[src/rtl/mult_ctrl.sv]
// mult_ctrl: control and datapath-feed stage for a shift-add multiplier.
// It drives the Load/Ad/Sh strobes and the next-value bus of an external
// (2W+1)-bit accumulator, and it captures the 2W-bit product.
// Optional build macro MULT_ADDSHIFT_EN: fuses add and shift into one BIT
// cycle, which gives a fixed latency.
//
// Handshake: a request is accepted on any rising edge where Start=1 and
// the FSM is IDLE. Busy is high from the next cycle through DONE. While
// Busy is high, Start is ignored. Done is a one-cycle pulse. Product is
// valid in the Done cycle and holds until the next completion.
module mult_ctrl #(
   parameter int W = 16
) (
   input  logic           Clk,
   input  logic           Rst,
   input  logic           Start,
   input  logic [W-1:0]   Multiplicand,
   input  logic [W-1:0]   Multiplier,
   input  logic [2*W:0]   Acc,
   output logic [2*W:0]   AccIn,
   output logic           Load,
   output logic           Ad,
   output logic           Sh,
   output logic           Busy,
   output logic           Done,
   output logic [2*W-1:0] Product,
   output logic [2:0]     state_dbg
);

   localparam int CW = $clog2(W) + 1;
   localparam logic [CW-1:0] CNT_LAST = CW'(W - 1);

`ifdef MULT_ADDSHIFT_EN
   typedef enum logic [2:0] {
      S_IDLE  = 3'd0,
      S_LOAD  = 3'd1,
      S_BIT   = 3'd2,
      S_DONE  = 3'd4
   } state_t;
`else
   typedef enum logic [2:0] {
      S_IDLE  = 3'd0,
      S_LOAD  = 3'd1,
      S_BIT   = 3'd2,
      S_SHIFT = 3'd3,
      S_DONE  = 3'd4
   } state_t;
`endif

   state_t          state, state_nx;
   logic [W-1:0]    mcand_r, mplier_r;
   logic [CW-1:0]   cnt;
   logic            last;
   logic            accept;

   // The accumulator carry bit is rebuilt from the adder every cycle, so
   // its feedback value is never needed here.
   logic            unused_acc_msb;
   assign unused_acc_msb = Acc[2*W];

   assign last      = (cnt == CNT_LAST);
   assign accept    = (state == S_IDLE) && Start;
   assign state_dbg = state;

   // Next-value bus: adder on the upper half, multiplier fed into the lower half during LOAD.
   always_comb begin
      AccIn[2*W:W] = {1'b0, Acc[2*W-1:W]} + {1'b0, mcand_r};
      AccIn[W-1:0] = (state == S_LOAD) ? mplier_r : Acc[W-1:0];
   end

   // State register.
   always_ff @(posedge Clk) begin
      if (Rst) state <= S_IDLE;
      else     state <= state_nx;
   end

   // Next-state logic.
   always_comb begin
      state_nx = state;
      case (state)
         S_IDLE:  if (Start) state_nx = S_LOAD;
         S_LOAD:  state_nx = S_BIT;
`ifdef MULT_ADDSHIFT_EN
         S_BIT:   state_nx = last ? S_DONE : S_BIT;
`else
         S_BIT: begin
            if (Acc[0])    state_nx = S_SHIFT;
            else if (last) state_nx = S_DONE;
         end
         S_SHIFT: state_nx = last ? S_DONE : S_BIT;
`endif
         S_DONE:  state_nx = S_IDLE;
         default: state_nx = S_IDLE;
      endcase
   end

   // Output strobes, decoded from the state and the multiplier bit now in Acc[0].
   always_comb begin
      Load = 1'b0;
      Ad   = 1'b0;
      Sh   = 1'b0;
      Busy = (state != S_IDLE);
      case (state)
         S_LOAD: Load = 1'b1;
         S_BIT: begin
`ifdef MULT_ADDSHIFT_EN
            Ad = Acc[0];
            Sh = 1'b1;
`else
            if (Acc[0]) Ad = 1'b1;
            else        Sh = 1'b1;
`endif
         end
`ifndef MULT_ADDSHIFT_EN
         S_SHIFT: Sh = 1'b1;
`endif
         default: ;
      endcase
   end

   // Operand latches and bit counter. The counter advances once per shift.
   always_ff @(posedge Clk) begin
      if (Rst) begin
         mcand_r  <= '0;
         mplier_r <= '0;
         cnt      <= '0;
      end else if (accept) begin
         mcand_r  <= Multiplicand;
         mplier_r <= Multiplier;
         cnt      <= '0;
      end else if (Sh) begin
         cnt      <= cnt + CW'(1);
      end
   end

   // Result capture and completion pulse.
   always_ff @(posedge Clk) begin
      if (Rst) begin
         Product <= '0;
         Done    <= 1'b0;
      end else begin
         Done <= (state == S_DONE);
         if (state == S_DONE) Product <= Acc[2*W-1:0];
      end
   end

endmodule

[config.mk]
export PLATFORM = sky130hd
export DESIGN_NAME = mult_ctrl
export DESIGN_NICKNAME = d
export VERILOG_FILES = /design/src/rtl/mult_ctrl.sv
export SDC_FILE = /design/constraint.sdc
export NUM_CORES = 1
export LEC_CHECK = 0
export ABC_AREA = 1
export CAP_MARGIN = 20
export CORE_ASPECT_RATIO = 0.75
export CORE_UTILIZATION = 48
export DETAILED_ROUTE_END_ITERATION = 7
export GPL_ROUTABILITY_DRIVEN = 0
export PLACE_DENSITY_LB_ADDON = 0.15
export SYNTH_ARGS = -nofsm -noshare
export SYNTH_HDL_FRONTEND = slang
export SYNTH_SLANG_ARGS = --single-unit
[constraint.sdc]
create_clock -name Clk -period 2.7 [get_ports Clk]
set_input_delay 0.405 -clock Clk [delete_from_list [all_inputs] [get_ports Clk]]
set_output_delay 0.405 -clock Clk [all_outputs]
set_load 0.02 [all_outputs]
==> impl_metrics.env, run 1 <==
export IMPL_cp_data_required_time_ns=2.30
export IMPL_slew_headroom=0.568
export IMPL_finalHoldViolations=0
export IMPL_cts_max_level=3
export IMPL_cts_sink_count=73
export IMPL_ioPinCount=141
export IMPL_crit_type="in2out"
export IMPL_fin_crit_sh=0.967
export IMPL_p_sw_frac=0.422
export IMPL_p_switching_mw=1.99
export IMPL_routed_via_count=4077
export IMPL_pwr_share_clk=0.180
export IMPL_core_um2=7500
export IMPL_finalSetupViolations=0
export IMPL_multiInputGateArea_um2=1900
export IMPL_finalCriticalPeriod_ns=2.61
export IMPL_nets=794
export IMPL_die_h_um=78.9
export IMPL_p_int_mw=2.72
export IMPL_ys_types=31
export IMPL_area_growth_pct=45.8
export IMPL_fin_total_pwr_mw=4.71
export IMPL_leakage_nw=2.45
export IMPL_peakVddDrop_mv=0.656
export IMPL_drtIter0Drc=175
export IMPL_die_w_um=105
export IMPL_preCtsSetupSlack_ns=-0.392
export IMPL_wl_um=10800
export IMPL_synth_ff_latch_count=73
export IMPL_drc=0
export IMPL_finClkSkew_ns=0.00758
export IMPL_wl_per_cell_um=13.3
export IMPL_final_antenna_net_count=0
export IMPL_clock_latency_ns=0.34
export IMPL_cts_buffers=9
export IMPL_num_fill_cells=658
export IMPL_ctsHoldBuffers=0
export IMPL_drv_slew=0
export IMPL_drt_vias_per_instance=5.01
export IMPL_critical_path_endpoint_type="output pin"
export IMPL_drt_first_pass_iters=5
export IMPL_grt_antenna_before_repair=0
export IMPL_max_slew_worst_pin_slew_ns=0.647
export IMPL_utilization=0.736
export IMPL_fin_ws_ns=0.0900
export IMPL_power_frac_seq=0.297
export IMPL_avgSynthCellArea_um2=6.77
export IMPL_drive_gt1_frac=0.0927
export IMPL_syn_nets=646
export IMPL_startpoint_type="input port"
export IMPL_grt_overflow_total=0
export IMPL_layout_commonest_cell="clkdlybuf4s50_1"
export IMPL_dp_hpwl_um=7990
export IMPL_grt_usage=0.267
export IMPL_cts_root_buf="clkbuf_8"
export IMPL_cts_tree="yes"
export IMPL_diodes=0
export IMPL_status="complete, no violations"
export IMPL_yosysSeqAreaShare=0.386
export IMPL_yosys_warnings=0
export IMPL_grt_pass1_wl_um=17500
export IMPL_cellPowerDensity_nw_per_um2=853
export IMPL_power_frac_comb=0.523
export IMPL_maxCapViolations=0
export IMPL_cp_max_fo=3
export IMPL_grt_pass1_vias=3765
export IMPL_arrival_ns=2.20
export IMPL_clkSlewWorstSetupHoldPaths_ns=0.08
export IMPL_syn_area_um2=3780
export IMPL_max_clock_path_buffers=2
export IMPL_cts_setup_buffers=0
export IMPL_synthCells=559
export IMPL_max_freq_mhz=383
export IMPL_die_area_um2=8250
export IMPL_mostFrequentLayoutCells="124 x clkdlybuf4s50_1, 110 x nand2_1, 82 x inv_1"
export IMPL_initial_core_util=0.505
export IMPL_grt_max_degree=47
export IMPL_hold_path_class="reg2reg"
export IMPL_regArea_um2=1460
export IMPL_port_buffers=139
export IMPL_placementRows=27
[through the flow]
stage	area, um2	hold WS, ns	instances	setup TNS, ns
global route	5520	0.474	813	-0.00978
finish	5520	0.451	813	0
CTS	5520	0.453	813	0
floorplan	3780	0.425	559	0
global placement	5350	0.437	797	-3.61
detailed placement	5350	0.441	797	-3.85
[final cells by class]
| type | count | area share |
|---|---|---|
| Multi-Input combinational cell | 379 | 0.345 |
| Timing Repair Buffer | 160 | 0.275 |
| Sequential cell | 73 | 0.265 |
| Inverter | 84 | 0.0576 |
| Tap cell | 101 | 0.0229 |
| Clock buffer | 9 | 0.0225 |
| Clock inverter | 7 | 0.0125 |
[worst max-delay path, stage by stage]
cell             delay (ns)
clkdlybuf4s50_1        0.44
ha_2                   0.21
fa_1                   0.38
nand2_1                0.08
nand2_1                0.07
and2_4                 0.16
nand3_2                0.08
nand3_2                0.08
nand2_1                0.07
nand2_1                0.06
buf_2                  0.16
[worst paths after layout]
check	startpoint	endpoint	slack, ns	cells past startpoint
max reg2reg	state_dbg[1]	mcand_r[12]	0.89	5
max	Acc[16]	AccIn[32]	0.09	11
min	mcand_r[10]	mcand_r[10]	0.45	2
min reg2reg	mcand_r[10]	mcand_r[10]	0.45	2
[Yosys cell counts (all sizes together)]
master | instances | area, um2
nand2 | 114 | 430
fa | 1 | 20.0
nor2 | 80 | 310
nand4 | 1 | 6.26
o21bai | 1 | 7.51
xnor2 | 1 | 8.76
a211oi | 1 | 7.51
inv | 84 | 315
a31oi | 1 | 6.26
and2 | 1 | 6.26
clkbuf | 11 | 42.5
xor2 | 6 | 52.6
a21oi | 47 | 246
dfxtp | 73 | 1460
or2 | 2 | 12.5
nor3 | 9 | 45.0
nand3b | 2 | 15.0
buf | 12 | 90.1
ha | 18 | 225
o21ai | 83 | 415
nand3 | 11 | 60.1
[power groups by stage]
| stage | Clock [mW] | Sequential [mW] | Combinational [mW] |
|---|---|---|---|
| floorplan | 0 | 1.45 | 1.46 |
| global placement | 0 | 1.40 | 2.49 |
| detailed placement | 0 | 1.42 | 2.54 |
| CTS | 0.865 | 1.39 | 2.45 |
| global route | 0.920 | 1.42 | 2.70 |
| finish | 0.848 | 1.40 | 2.46 |
[kinds of logic after synthesis]
| group | share of synthesized area |
|---|---|
| compound gates | 0.180 |
| flops | 0.386 |
| xor+xnor | 0.0162 |
| fa+ha+maj | 0.0648 |
| buf+inv | 0.118 |
| simple gates | 0.234 |
[state kept, by name, indices dropped and copies added (netlist names)]
signal and count:
Done 1, Product 32, cnt 5, mcand_r 16, mplier_r 16, state_dbg 3
[timing repair]
item,CTS,global route
endpoints found under the setup margin,15,28
gates resized for setup,32,23
gates cloned,0,0
[metal layers]
layer / share of wire / track usage
met5: 0 / 0
met4: 0.019 / 0.0829
met3: 0.091 / 0.0698
met2: 0.45 / 0.455
met1: 0.44 / 0.332
(Power assumes the default switching activity.)
==> run 2: changes to the inputs <==
CORE_UTILIZATION = 45   (was 48)
clock period = 2.43 ns   (was 2.7 ns; I/O delays follow)
==> run 2 against run 1 <==
- the flow now finishes with violations (negative setup slack)
- die area up 6.5%
- sequential power up 10%
- global-route usage down 0.81 points
- combinational power up 20%
- routed wire length up 3.0%
- cell count up 2.0%
- hold slack worse by 0.0032 ns
- clock skew up 0.0043 ns
==> impl_metrics.env, run 2 (synthesis gave the netlist of run 1 again) <==
export IMPL_status="finished with violations"
export IMPL_violations="negative setup slack"
export IMPL_peakVddDrop_mv=0.576
export IMPL_cellPowerDensity_nw_per_um2=968
export IMPL_initial_core_util=0.472
export IMPL_die_h_um=81.4
export IMPL_routed_via_count=4134
export IMPL_num_fill_cells=666
export IMPL_clock_latency_ns=0.34
export IMPL_die_area_um2=8790
export IMPL_die_w_um=108
export IMPL_grt_use_met2=0.447
export IMPL_fin_cells=829
export IMPL_ioPinCount=141
export IMPL_max_clock_path_buffers=2
export IMPL_largest_reg_flops=32
export IMPL_largest_register="Product"
export IMPL_nets=807
export IMPL_finalSetupViolations=1
export IMPL_grt_pass1_vias=3853
export IMPL_wl_per_cell_um=13.4
export IMPL_drv_slew=0
export IMPL_clkSlewWorstSetupHoldPaths_ns=0.07
export IMPL_port_buffers=139
export IMPL_finalHoldViolations=0
export IMPL_grt_busiest_layer="met2"
export IMPL_max_stage_delay_ns=0.50
export IMPL_drtIter0Drc=196
export IMPL_rsz0062_at_grt="yes"
export IMPL_drc=0
export IMPL_top_regs="Product x32, mcand_r x16, mplier_r x16"
export IMPL_leakage_nw=2.71
export IMPL_finClkSkew_ns=0.0119
export IMPL_final_antenna_net_count=0
export IMPL_place_area_um2=5440
export IMPL_drive_gt1_frac=0.140
export IMPL_cts_buffers=9
export IMPL_met3_usage=0.0778
export IMPL_diodes=0
export IMPL_crit_type="in2out"
export IMPL_grt_usage=0.259
export IMPL_fin_total_pwr_mw=5.71
export IMPL_critical_path_endpoint_type="output pin"
export IMPL_grt_antenna_before_repair=0
export IMPL_drt_vias_per_instance=4.99
export IMPL_slew_headroom=0.741
export IMPL_core_um2=8020
export IMPL_wl_um=11100
export IMPL_cp_data_required_time_ns=2.07
export IMPL_mostFrequentLayoutCells="103 x nand2_1, 103 x clkdlybuf4s50_1, 82 x inv_1"
export IMPL_grt_overflow_total=0
export IMPL_area_growth_pct=55.8
export IMPL_drt_first_pass_iters=5
export IMPL_arrival_ns=2.08
export IMPL_grtUsageMet1=0.316
export IMPL_startpoint_type="input port"
export IMPL_placementRows=28
export IMPL_max_slew_worst_pin_slew_ns=0.388
export IMPL_grt_max_degree=34
export IMPL_fin_area_um2=5900
export IMPL_regArea_um2=1460
export IMPL_cts_max_level=3
export IMPL_fin_crit_sh=1.01
export IMPL_cp_max_fo=4
export IMPL_cts_root_buf="clkbuf_8"
export IMPL_max_freq_mhz=409
export IMPL_cpMaxStageDelayCell="clkdlybuf4s50_1"
export IMPL_tns_ns=-0.0132
export IMPL_cts_sink_count=73
export IMPL_grt_pass1_wl_um=17800
export IMPL_finalCriticalPeriod_ns=2.44
export IMPL_hold_path_class="reg2reg"
export IMPL_maxCapViolations=0
export IMPL_fin_ws_ns=-0.0132
export IMPL_multiInputGateArea_um2=2080
export IMPL_dp_cells=813
export IMPL_preCtsSetupSlack_ns=-0.611
export IMPL_cts_tree="yes"
export IMPL_dp_hpwl_um=8320
export IMPL_crit_chain="clkdlybuf4s50_1 -> ha_2 -> nand2_1 -> inv_1 -> nand2_1 -> nand2_1 -> a21oi_1 -> nand2_2 -> nand2_2 -> nand2_2 -> buf_6"
## run 2: cell types whose count changed in the layout (fill, tap and decap cells not counted), sizes merged, moves of 2 or more
cell	before	now
clkdlybuf4s50	124	103
buf	26	42
dlymetal6s2s	0	15
dlygate4sd2	3	9
bufinv	1	4
clkbuf	15	13
clkinv	3	1
clkinvlp	2	0
## run 2: per-stage QoR
stage | utilization | hold WS [ns]
finish | 0.735 | 0.448
global route | 0.735 | 0.465
detailed placement | 0.677 | 0.438
floorplan | - | 0.425
CTS | 0.725 | 0.449
global placement | 0.677 | 0.435
## run 2: per-layer routing
metal	share of wire	wire length, um
met5	0	0
met1	0.43	4800
met3	0.087	964
met4	0.012	133
met2	0.47	5220
## run 2: final cells by class
type | count | share of cell area
multi-input cells | 379 | 0.353
repair buffers | 173 | 0.278
flip-flops and latches | 73 | 0.248
inverters | 84 | 0.0543
well taps | 105 | 0.0223
clock inverters | 5 | 0.0219
clock buffers | 10 | 0.0216
## run 2: path summary, 6_finish.rpt
kind	end	slack [ns]	start	cells after the start
worst max-delay path	AccIn[30]	-0.01	Acc[28]	11
worst min-delay path	mplier_r[11]	0.45	mplier_r[11]	2
worst max register to register	Product[1]	0.86	state_dbg[0]	7
worst min register to register	mplier_r[11]	0.45	mplier_r[11]	2
## run 2: worst max-delay path, delay by kind of cell
kind,cells,cell delay (ns)
AND/OR/NAND/NOR,6,0.48
AO/OA/AOI/OAI,1,0.21
adder cells (fa/ha/maj),1,0.32
buffers and inverters,3,0.70
## run 2: power breakdown
group	total (mW)	switching, mW	internal, mW
Clock	1.23	0.444	0.783
Sequential	1.54	0.123	1.42
Combinational	2.94	1.69	1.24
## run 2: timing repair
item	4_1_cts	5_1_grt
resized for setup	64	43
setup endpoints to repair	32	26
pin swaps	7	8
hold buffers	0	0
buffers inserted	1	0
==> run 3: changes to the inputs <==
clock period = 2.8 ns   (was 2.43 ns; I/O delays follow)
==> run 3 against run 2 <==
- the run now ends clean
- sequential power is 13% lower
- setup slack better by 0.091 ns
- register-to-register slack better by 0.12 ns
- routed wire length is 6.9% lower
- total power is 16% lower
- cell area is 4.5% lower
- clock skew is 0.0030 ns lower
- critical path type unchanged
- clock power is 9% lower
- sequential share of layout area is 1.2 points higher
- cell count is 1.1% lower
==> impl_metrics.env, run 3 (synthesis gave the netlist of run 1 again) <==
export IMPL_area_growth_pct=48.7
export IMPL_critical_path_endpoint_type="output pin"
export IMPL_maxCapViolations=0
export IMPL_grt_pass1_wl_um=16700
export IMPL_wl_per_cell_um=12.6
export IMPL_die_w_um=108
export IMPL_drc=0
export IMPL_grt_overflow_total=0
export IMPL_drt_vias_per_instance=4.88
export IMPL_p_sw_frac=0.390
export IMPL_largest_reg_flops=32
export IMPL_grt_max_degree=46
export IMPL_finClkSkew_ns=0.00890
export IMPL_grt_use_met2=0.418
export IMPL_power_frac_comb=0.489
export IMPL_max_clock_path_buffers=2
export IMPL_die_area_um2=8790
export IMPL_hold_path_class="reg2reg"
export IMPL_cp_data_required_time_ns=2.38
export IMPL_routed_via_count=4004
export IMPL_arrival_ns=2.30
export IMPL_crit_type="in2out"
export IMPL_cts_buffers=9
export IMPL_clock_latency_ns=0.35
export IMPL_preCtsSetupSlack_ns=-0.354
export IMPL_num_fill_cells=722
export IMPL_power_frac_seq=0.278
export IMPL_finalCriticalPeriod_ns=2.72
export IMPL_fin_area_um2=5630
export IMPL_grt_busiest_layer="met2"
export IMPL_initial_core_util=0.472
export IMPL_grt_antenna_before_repair=0
export IMPL_fin_ws_ns=0.0783
export IMPL_cts_root_buf="clkbuf_8"
export IMPL_max_slew_worst_pin_slew_ns=0.593
export IMPL_grt_usage=0.246
export IMPL_largest_register="Product"
export IMPL_pwr_share_clk=0.233
export IMPL_port_buffers=139
export IMPL_die_h_um=81.4
export IMPL_drv_slew=0
export IMPL_placementRows=28
export IMPL_fin_crit_sh=0.972
export IMPL_final_antenna_net_count=0
export IMPL_status="complete, no violations"
export IMPL_dp_hpwl_um=7860
export IMPL_rsz0062_at_grt="no"
export IMPL_finalSetupViolations=0
export IMPL_slew_headroom=0.604
export IMPL_nets=797
export IMPL_cts_setup_buffers=0
export IMPL_clkSlewWorstSetupHoldPaths_ns=0.07
export IMPL_cts_max_level=3
export IMPL_drive_gt1_frac=0.0895
export IMPL_cts_tree="yes"
export IMPL_layout_commonest_cell="clkdlybuf4s50_1"
export IMPL_cts_sink_count=73
export IMPL_finalHoldViolations=0
export IMPL_drt_first_pass_iters=5
export IMPL_drtIter0Drc=193
export IMPL_wl_um=10400
export IMPL_dp_cells=804
export IMPL_startpoint_type="input port"
export IMPL_cellPowerDensity_nw_per_um2=856
export IMPL_cp_max_fo=3
export IMPL_diodes=0
export IMPL_peakVddDrop_mv=0.625
export IMPL_ioPinCount=141
export IMPL_mostFrequentLayoutCells="124 x clkdlybuf4s50_1, 111 x nand2_1, 82 x inv_1"
export IMPL_core_um2=8020
export IMPL_grtUsageMet1=0.293
export IMPL_max_freq_mhz=367
export IMPL_p_switching_mw=1.88
export IMPL_met3_usage=0.0849
export IMPL_leakage_nw=2.53
export IMPL_grt_pass1_vias=3687
export IMPL_fin_cells=820
export IMPL_top_regs="Product x32, mcand_r x16, mplier_r x16"
export IMPL_p_int_mw=2.94
export IMPL_tns_ns=0
export IMPL_place_area_um2=5380
run 3: cell count changes in the layout (fill, tap and decap cells not counted), sizes merged:
| cell | change |
|---|---|
| clkdlybuf4s15 | -1 |
| dlygate4sd2 | -6 |
| buf | -15 |
| clkbuf | +5 |
| clkdlybuf4s50 | +21 |
| dlymetal6s2s | -13 |
run 3: cell type report:
cell class,count,area [um2],share of cell area
Tap cell,105,131,0.0233
Sequential cell,73,1460,0.260
Timing Repair Buffer,163,1550,0.275
Clock inverter,5,125,0.0222
Inverter,84,318,0.0565
Clock buffer,11,151,0.0269
Multi-Input combinational cell,379,1890,0.336
run 3: final timing paths:
path	start	endpoint	slack, ns	cells after the start
worst max-delay path	Acc[16]	AccIn[20]	0.08	8
worst min-delay path	mplier_r[11]	mplier_r[11]	0.45	2
worst max register to register	state_dbg[0]	mcand_r[13]	0.98	5
worst min register to register	mplier_r[11]	mplier_r[11]	0.45	2
run 3: metal layers:
layer | up-vias | wire (um)
li1 | 2081 | -
met1 | 1775 | 4780
met2 | 140 | 4650
met3 | 8 | 868
met4 | 0 | 65
met5 | - | 0
run 3: what timing repair did:
item	4_1_cts	5_1_grt
pin swaps	0	1
hold buffers	0	0
gates resized for setup	25	20
setup endpoints to repair	14	27
run 3: power by group through the flow:
stage / Combinational (mW) / Sequential [mW] / Clock [mW]
2_1_floorplan: 1.41 / 1.40 / 0
5_1_grt: 2.61 / 1.36 / 1.19
3_3_place_gp: 2.40 / 1.35 / 0
3_5_place_dp: 2.44 / 1.36 / 0
4_1_cts: 2.37 / 1.34 / 1.15
6_report: 2.36 / 1.34 / 1.12
run 3: worst max-delay path, cell delays in order:
cell and delay (ns):
clkdlybuf4s50_1 0.44, ha_2 0.22, fa_1 0.38, nand2_1 0.09
nand2_1 0.08, and2_1 0.19, xor2_1 0.13, dlygate4sd2_1 0.34
run 3: metrics by stage:
stage          hold WS [ns]  utilization  power (mW)
2_1_floorplan         0.425            -        2.80
3_3_place_gp          0.436        0.671        3.75
3_5_place_dp          0.442        0.671        3.80
4_1_cts               0.453        0.702        4.86
5_1_grt               0.467        0.701        5.15
6_report              0.448        0.701        4.81
